===== src/rtl/pacman_pkg.sv =====
// Types and scoring constants shared by the game blocks (scheduler, color_mapper, game_logic).
package pacman_pkg;

  typedef enum logic [1:0] {IDLE, GRANT, WRITE, SETTLE} state_t;
  typedef enum logic [1:0] {SRC_DOT, SRC_FRUIT, SRC_GHOST, SRC_DEATH} src_t;

  localparam int PTS_DOT    = 1;
  localparam int PTS_FRUIT  = 10;
  localparam int PTS_GHOST  = 20;
  localparam int SCORE_CEIL = 999;

  // Sum is formed one bit wider than the score so the ceiling compare cannot wrap.
  function automatic logic [9:0] sat_add(input logic [9:0] s, input int pts, input int ceil);
    logic [10:0] sum;
    sum = {1'b0, s} + 11'(pts);
    return (sum > 11'(ceil)) ? 10'(ceil) : sum[9:0];
  endfunction

endpackage


===== src/rtl/event_pending_counter.sv =====
// Saturating up/down count of not-yet-granted events from one source.
module event_pending_counter
  import pacman_pkg::*;
#(
  parameter int CNT_W = 2
) (
  input  logic clk,
  input  logic reset,
  input  logic inc,
  input  logic dec,
  output logic nonzero
);

  localparam logic [CNT_W-1:0] CNT_MAX = '1;
  localparam logic [CNT_W-1:0] CNT_ONE = 1;

  logic [CNT_W-1:0] cnt_q, cnt_d;

  // inc and dec together leave the count alone; extra incs at max are dropped.
  always_comb begin
    cnt_d = cnt_q;
    if (inc && !dec && cnt_q != CNT_MAX)
      cnt_d = cnt_q + CNT_ONE;
    else if (dec && !inc && cnt_q != '0)
      cnt_d = cnt_q - CNT_ONE;
  end

  always_ff @(posedge clk) begin
    if (reset) cnt_q <= '0;
    else       cnt_q <= cnt_d;
  end

  assign nonzero = (cnt_q != '0);

endmodule


===== src/rtl/score_event_scheduler.sv =====
// Serialises dot/fruit/ghost/death events into read-modify-write cycles on the
// score, fruit and lives registers, one write in flight at a time.
module score_event_scheduler
  import pacman_pkg::*;
#(
  parameter int DOT_PTS   = PTS_DOT,
  parameter int FRUIT_PTS = PTS_FRUIT,
  parameter int GHOST_PTS = PTS_GHOST,
  parameter int SCORE_MAX = SCORE_CEIL,
  parameter int CNT_W     = 2
) (
  input  logic       Clk,
  input  logic       Reset,
  input  logic       dot_req,
  input  logic       fruit_req,
  input  logic       ghost_req,
  input  logic       death_req,
  input  logic       pause,
  input  logic [9:0] score_from_reg,
  input  logic [3:0] fruits_from_reg,
  input  logic [7:0] lives_from_reg,
  output logic       Load_S,
  output logic [9:0] score_to_reg,
  output logic       Load_F,
  output logic [3:0] fruits_to_reg,
  output logic       Load_L,
  output logic [7:0] lives_to_reg,
  output logic       busy,
  output logic       game_over
);

  state_t     state_q, state_d;
  src_t       sel_q, sel_d;
  logic       load_s_q, load_s_d, load_f_q, load_f_d, load_l_q, load_l_d;
  logic       game_over_q, game_over_d;
  logic [9:0] score_q, score_d;
  logic [3:0] fruits_q, fruits_d;
  logic [7:0] lives_q, lives_d;
  logic [3:0] req, dec, nz;

  assign req = {death_req, ghost_req, fruit_req, dot_req};

  for (genvar i = 0; i < 4; i++) begin : g_cnt
    event_pending_counter #(.CNT_W(CNT_W)) u_cnt (
      .clk    (Clk),
      .reset  (Reset),
      .inc    (req[i]),
      .dec    (dec[i]),
      .nonzero(nz[i])
    );
  end

  always_comb begin
    state_d     = state_q;
    sel_d       = sel_q;
    dec         = '0;
    load_s_d    = 1'b0;
    load_f_d    = 1'b0;
    load_l_d    = 1'b0;
    game_over_d = 1'b0;
    score_d     = score_q;
    fruits_d    = fruits_q;
    lives_d     = lives_q;
    case (state_q)
      IDLE: begin
        if (|nz && !pause) begin
          state_d = GRANT;
          if (nz[SRC_DEATH])      begin sel_d = SRC_DEATH; dec[SRC_DEATH] = 1'b1; end
          else if (nz[SRC_GHOST]) begin sel_d = SRC_GHOST; dec[SRC_GHOST] = 1'b1; end
          else if (nz[SRC_FRUIT]) begin sel_d = SRC_FRUIT; dec[SRC_FRUIT] = 1'b1; end
          else                    begin sel_d = SRC_DOT;   dec[SRC_DOT]   = 1'b1; end
        end
      end
      GRANT: begin
        state_d = WRITE;
        case (sel_q)
          SRC_DOT: begin
            score_d  = sat_add(score_from_reg, DOT_PTS, SCORE_MAX);
            load_s_d = 1'b1;
          end
          SRC_GHOST: begin
            score_d  = sat_add(score_from_reg, GHOST_PTS, SCORE_MAX);
            load_s_d = 1'b1;
          end
          SRC_FRUIT: begin
            if (fruits_from_reg != 4'd0) begin
              score_d  = sat_add(score_from_reg, FRUIT_PTS, SCORE_MAX);
              fruits_d = fruits_from_reg - 4'd1;
              load_s_d = 1'b1;
              load_f_d = 1'b1;
            end else begin
              state_d = SETTLE;
            end
          end
          default: begin
            if (lives_from_reg != 8'd0) begin
              lives_d     = lives_from_reg - 8'd1;
              load_l_d    = 1'b1;
              game_over_d = (lives_from_reg == 8'd1);
            end else begin
              state_d = SETTLE;
            end
          end
        endcase
      end
      WRITE:   state_d = SETTLE;
      default: state_d = IDLE;
    endcase
  end

  // Strobes are set on the GRANT->WRITE edge, so they are high for the WRITE cycle only.
  always_ff @(posedge Clk) begin
    if (Reset) begin
      state_q     <= IDLE;
      sel_q       <= SRC_DOT;
      load_s_q    <= 1'b0;
      load_f_q    <= 1'b0;
      load_l_q    <= 1'b0;
      game_over_q <= 1'b0;
      score_q     <= '0;
      fruits_q    <= '0;
      lives_q     <= '0;
    end else begin
      state_q     <= state_d;
      sel_q       <= sel_d;
      load_s_q    <= load_s_d;
      load_f_q    <= load_f_d;
      load_l_q    <= load_l_d;
      game_over_q <= game_over_d;
      score_q     <= score_d;
      fruits_q    <= fruits_d;
      lives_q     <= lives_d;
    end
  end

  assign Load_S        = load_s_q;
  assign Load_F        = load_f_q;
  assign Load_L        = load_l_q;
  assign game_over     = game_over_q;
  assign score_to_reg  = score_q;
  assign fruits_to_reg = fruits_q;
  assign lives_to_reg  = lives_q;
  assign busy          = (state_q != IDLE) | (|nz);

endmodule


===== config.mk =====
export PLATFORM = sky130hd
export DESIGN_NAME = score_event_scheduler
export DESIGN_NICKNAME = d
export VERILOG_FILES = /design/src/rtl/pacman_pkg.sv /design/src/rtl/event_pending_counter.sv /design/src/rtl/score_event_scheduler.sv
export SDC_FILE = /design/constraint.sdc
export NUM_CORES = 1
export LEC_CHECK = 0
export BUFFER_PORTS_ARGS = -buffer_cell sky130_fd_sc_hd__clkbuf_2
export CAP_MARGIN = 5
export CORE_MARGIN = 3
export CORE_UTILIZATION = 45
export CTS_CLUSTER_DIAMETER = 150
export DETAILED_ROUTE_END_ITERATION = 10
export MAX_ROUTING_LAYER = met4
export PLACE_DENSITY = 0.67
export SYNTH_ARGS = -nofsm -noshare
export SYNTH_HDL_FRONTEND = slang
export SYNTH_SLANG_ARGS = --single-unit

===== constraint.sdc =====
create_clock -name Clk -period 2.7 [get_ports Clk]
set_clock_uncertainty 0.2 [all_clocks]
set_input_delay 0.27 -clock Clk [delete_from_list [all_inputs] [get_ports Clk]]
set_output_delay 0.27 -clock Clk [all_outputs]
set_load 0.1 [all_outputs]

**Word level (Yosys, flattened, before mapping)**

Cells that the tools add are included.

- $add $sub $neg: 13
- Multiply operators: 0
- Divide/modulo/power cells: 0
- $lt $le $gt $ge: 3
- Equal/unequal tests: 11
- Shift-type cells: 0
- Mux-type cells: 32
- Bitwise operators: 5
- Reductions and logical operators: 51

Operators by type and width:

| cell | number |
|---|---|
| 10-bit 2-to-1 mux | 4 |
| 11-bit by 10-bit greater-than comparator with 1-bit output, second input constant | 3 |
| 10-bit case mux with 3 select lines | 1 |
| 2-bit 2-to-1 mux | 12 |
| 2-bit nonzero test | 9 |
| 1-bit logical AND | 17 |
| 2-bit != test, second input constant | 6 |
| 10-bit by 1-bit adder with 11-bit output, second input constant | 1 |
| 10-bit by 4-bit adder with 11-bit output, second input constant | 1 |
| 10-bit by 5-bit adder with 11-bit output, second input constant | 1 |
| 1-bit zero test | 9 |
| 1-bit 2-to-1 mux | 9 |
| 3-bit AND reduction | 3 |
| 2-bit by 1-bit adder with 2-bit output, second input constant | 4 |
| 8-bit by 1-bit equality test with 1-bit output, second input constant | 1 |
| 4-bit 2-to-1 mux | 2 |
| 8-bit nonzero test | 1 |
| 2-bit by 1-bit subtractor with 2-bit output, second input constant | 4 |
| 8-bit by 1-bit subtractor with 8-bit output, second input constant | 1 |
| 2-bit case mux with 3 select lines | 1 |
| 3-bit OR reduction | 2 |
| 6-bit OR reduction | 1 |
| 5-bit OR reduction | 1 |
| 2-bit by 1-bit equality test with 1-bit output, second input constant | 2 |
| other kinds (12) | 19 |

- Register bits after elaboration: 38
- Latch bits: 0
- Bits in writable memories: 0
- ROM bits: 0
- Word-level logic and storage cells: 128
- Memories: 0

**Depth between registers and ports, before layout**

- Word-level depth: 10
- Gate-level depth with buffers: 9
- Gate-level depth less buffers: 8

**Cells and area by module**

From an unflattened synthesis, not the netlist that was laid out.

- Cell total of the unflattened synthesis: 360
- Area total of the unflattened synthesis: 2,870.3 µm²

By module, submodules not included:

| module | times used | cells an instance | area an instance (µm²) |
|---|---|---|---|
| score_event_scheduler | 1 | 308 | 2,394.8 |
| event_pending_counter | 4 | 13 | 118.9 |

**Worst setup path after synthesis**

Ideal clock, no wire load.

- Kind: input to register
- From: input score_from_reg[3]
- To: register score_q[1] (netlist: score_to_reg[1])
- Data arrival time: 1.959 ns
- Path slack: 0.422 ns
- Stages: 9
- Path buffers: 1
- Cell sequence: buf_2 inv_1 ha_1 a21oi_2 o221ai_1 a41o_1 a21oi_2 o2111ai_1 a32o_1

- Longest elaborated chain between the ends: 5
- Elaborated cells between the ends (all ways): 11
- Those cells by class: add/sub: 3; order compare: 3; mux: 5

RTL lines:

| item | RTL line | text |
|---|---|---|
| start: declaration | score_event_scheduler.sv:19 | `input logic [9:0] score_from_reg,` |
| 10-bit by 4-bit adder with 11-bit output | pacman_pkg.sv:15 | `sum = {1'b0, s} + 11'(pts);` |
| 11-bit by 10-bit greater-than comparator with 1-bit output | pacman_pkg.sv:16 | `return (sum > 11'(ceil)) ? 10'(ceil) : sum[9:0];` |
| 10-bit 2-to-1 mux | pacman_pkg.sv:16 |  |
| 10-bit 2-to-1 mux | score_event_scheduler.sv:86 | `if (fruits_from_reg != 4'd0) begin` |
| 10-bit case mux with 3 select lines (*) | score_event_scheduler.sv:76 | `case (sel_q)` |
| end signal: assignment | score_event_scheduler.sv:130 | `score_q <= score_d;` |
| end: declaration | score_event_scheduler.sv:36 | `logic [9:0] score_q, score_d;` |

Every way passes the cells marked *; elsewhere a longest branch is shown, timed or not. The select of a mux whose other input is x is not followed.
A chain may end at the register's enable or synchronous reset.

**Final worst setup path**

- From: input fruits_from_reg[0]
- To: register score_q[1] (netlist: score_to_reg[1])

- Longest elaborated chain between the ends: 3

RTL lines:

| item | RTL line | text |
|---|---|---|
| start: declaration | score_event_scheduler.sv:20 | `input logic [3:0] fruits_from_reg,` |
| 4-bit nonzero test | score_event_scheduler.sv:86 |  |
| 2-bit != test (no line) | - |  |
| 3-bit AND reduction (no line) | - |  |

Every way passes these cells.

==> summary.md <==
| Metric | Value |
|---|---|
| CTS H-tree lvls | `2` |
| CTS tree | `built` |
| Starting Density | `0.483` |
| Syn Inst Count | `370` |
| Post-synth EDFFs | `0` |
| Final nets | `between 400 and 500` |
| Clk root buf | `clkbuf_8` |
| Hold_buf cts | `1` |
| Core area | `0.00613 mm2` |
| Final instance area | `0.00337 mm2` |
| Vias in the first global route | `roughly 2600` |
| Data required, critical path | `roughly 2.7 ns` |
| Grt met1 use | `0.258` |
| Post-CTS Setup Bufs | `0` |
| RSZ-0062 raised after global routing | `no` |
| Critical path class | `primary input to flip-flop` |
| HP Class | `primary input to flip-flop` |
| Routability cong. | `0.958` |
| Crit end category | `flip-flop` |
| Yosys Warn Count | `0` |
| Leakage dissipation | `between 1 and 1.5 nW` |
| First-pass GRT wire length | `11800 um` |
| Final core occ | `0.550` |
| Post-route setup TNS | `0 ns` |
| M2 GR Usage | `0.312` |
| Startpoint types | `primary input` |
| Largest net degree at the start of global routing | `25` |
| Run status | `complete, no violations` |
| Clock sinks | `38` |
| Initial detailed-routing violation count | `176` |
| DR vias | `2858` |
| FMAX | `395 MHz` |
| Clk buf depth | `2` |
| Max Slew Vio Count | `0` |
| Die footprint | `0.00760 mm2` |
| Post-CTS resize count | `0` |
| DP Worst Slack | `0.173 ns` |
| Final-report setup violation count | `0` |
| GR met3 Demand/Resource | `0.0274` |
| Seq/Total Area, Yosys | `0.257` |
| Total wire length | `7140 um` |
| First-pass DRT Iterations | `5` |
| Initial antenna violation count | `0` |
| IO Count | `56` |
| Total CTS buffers | `5` |
| Row count | `28` |
| Post-Layout Cell Count | `494` |
| Final worst setup slack | `~0.17 ns` |
| Power per cell area | `839 mW/mm2` |
| Most common cell after layout, fill and taps aside | `clkbuf_2` |
| Placed insts | `487` |
| Synthesized area | `0.00296 mm2` |
| Synth unique cells | `between 70 and 80` |
| Port bufs | `55` |
| Asr flop ratio synth | `0` |
| Residual DRC | `0` |
| Global route hottest layer | `met2` |
| Tmin final | `2.53 ns` |
| CTS clock-pin slew for the worst setup and hold paths | `0.07 ns` |
| Slew @ Worst Pin | `0.617 ns` |
| DP Wirelength | `5500 um` |
| CP max FO | `9` |
| Hold Vio Cnt, Final | `0` |
| Top FF cell, synth | `dfxtp_1` |
| Worst VDD drop | `0.000508 V` |
| Synthesized Nets | `around 420` |
| Width of the die | `~87 um` |
| Synth-to-layout area growth | `13.8%` |
| Vias per std cell | `5.79` |
| FF+latch count, synth | `38` |
| Worst skew pair latency | `0.28 ns` |
| Max reg flops | `10` |
| Worst slew margin | `0.585` |
| N_diodes | `0` |
| Critical Path AT | `2.56 ns` |
| Max-Cap Viols | `0` |
| Routed WL per cell | `14.5 um` |
| Placed cell areas | `0.00328 mm2` |
| Antenna Nets Post-Route | `0` |
| Syn avg cell area | `8.01 um2` |
| Global route overflow | `0` |
| Total GRT Usage | `0.196` |
| Most frequent cells in the layout | `55 x clkbuf_2, 44 x nor2_1, 38 x dfxtp_1` |
| Layout cells sized above 1 | `0.217` |
| Final Cycle Share | `0.937` |
| Die Ht | `87.2 um` |
Yosys cell counts (3+ instances only):
cell / count / area share
buf_2: 5 / 0.0084
clkbuf_1: 9 / 0.011
o31a_1: 4 / 0.012
nor3_1: 9 / 0.015
a211oi_1: 8 / 0.020
xnor2_1: 17 / 0.050
o211ai_1: 3 / 0.0076
xor2_1: 5 / 0.015
ha_1: 22 / 0.093
a211oi_2: 7 / 0.030
dfxtp_1: 38 / 0.26
a22oi_1: 3 / 0.0076
nand4_1: 3 / 0.0063
inv_1: 21 / 0.027
o2111ai_1: 3 / 0.0089
nand2_1: 25 / 0.032
a21oi_1: 24 / 0.041
a31oi_1: 5 / 0.011
nor4_1: 5 / 0.011
nand3_1: 10 / 0.017
o31ai_1: 3 / 0.0076
nor2_1: 44 / 0.056
o21ai_0: 22 / 0.037
nand2b_1: 10 / 0.021
worst max-delay path, cell delays in order:
cell and delay [ns]:
dlygate4sd3_1 0.53, clkbuf_2 0.13, inv_1 0.05, ha_1 0.20, nor4bb_1 0.17, or3b_2 0.47
buf_4 0.19, nor4_1 0.33, a32o_1 0.21
through the flow:
| stage | total power [W] | hold slack [ns] |
|---|---|---|
| finish | 0.00283 | 0.0299 |
| global route | 0.00301 | 0.0537 |
| CTS | 0.00285 | 0.0287 |
| detailed placement | 0.00246 | 0.276 |
| global placement | 0.00245 | 0.268 |
| floorplan | 0.00213 | 0.162 |
worst paths after layout:
kind / cells past startpoint / slack [ns] / endpoint / start
setup reg to reg: 7 / 0.44 / score_to_reg[1]$_SDFFE_PP0P_ / sel_q[1]$_SDFFE_PP0P_
setup / recovery: 9 / 0.17 / score_to_reg[1]$_SDFFE_PP0P_ / fruits_from_reg[0]
hold / removal: 2 / 0.03 / lives_to_reg[0]$_SDFFE_PP0P_ / lives_from_reg[0]
hold reg to reg: 2 / 0.28 / score_to_reg[6]$_SDFFE_PP0P_ / score_to_reg[6]$_SDFFE_PP0P_
cell families after synthesis:
logic type,Yosys count,share of synthesized area
buffers and inverters,41,0.0620
XOR/XNOR,22,0.0650
flip-flops,38,0.257
AO/OA/AOI/OAI,114,0.283
AND/OR/NAND/NOR,131,0.233
multiplexers,2,0.00718
adder cells (fa/ha/maj),22,0.0929
routing by layer:
metal  vias up  routed length (um)
met4         0                  95
met2       115                3200
met3        10                 510
met5         -                   0
li1       1447                   -
met1      1286                3340
layout make-up:
cell class	instances	area (um2)
fillers	590	2760
multi-input cells	291	2020
flip-flops and latches	38	761
repair buffers	63	338
well taps	75	93.8
clock buffers	6	82.6
inverters	21	78.8
report_power, final:
part           leakage, nW  switching [W]  internal, W
combinational         1.02        0.00123     0.000440
sequential           0.310      0.0000958     0.000683
clock               0.0431       0.000181     0.000197
total                 1.37        0.00151      0.00132
Note: power is estimated with default switching activity, not from simulation.
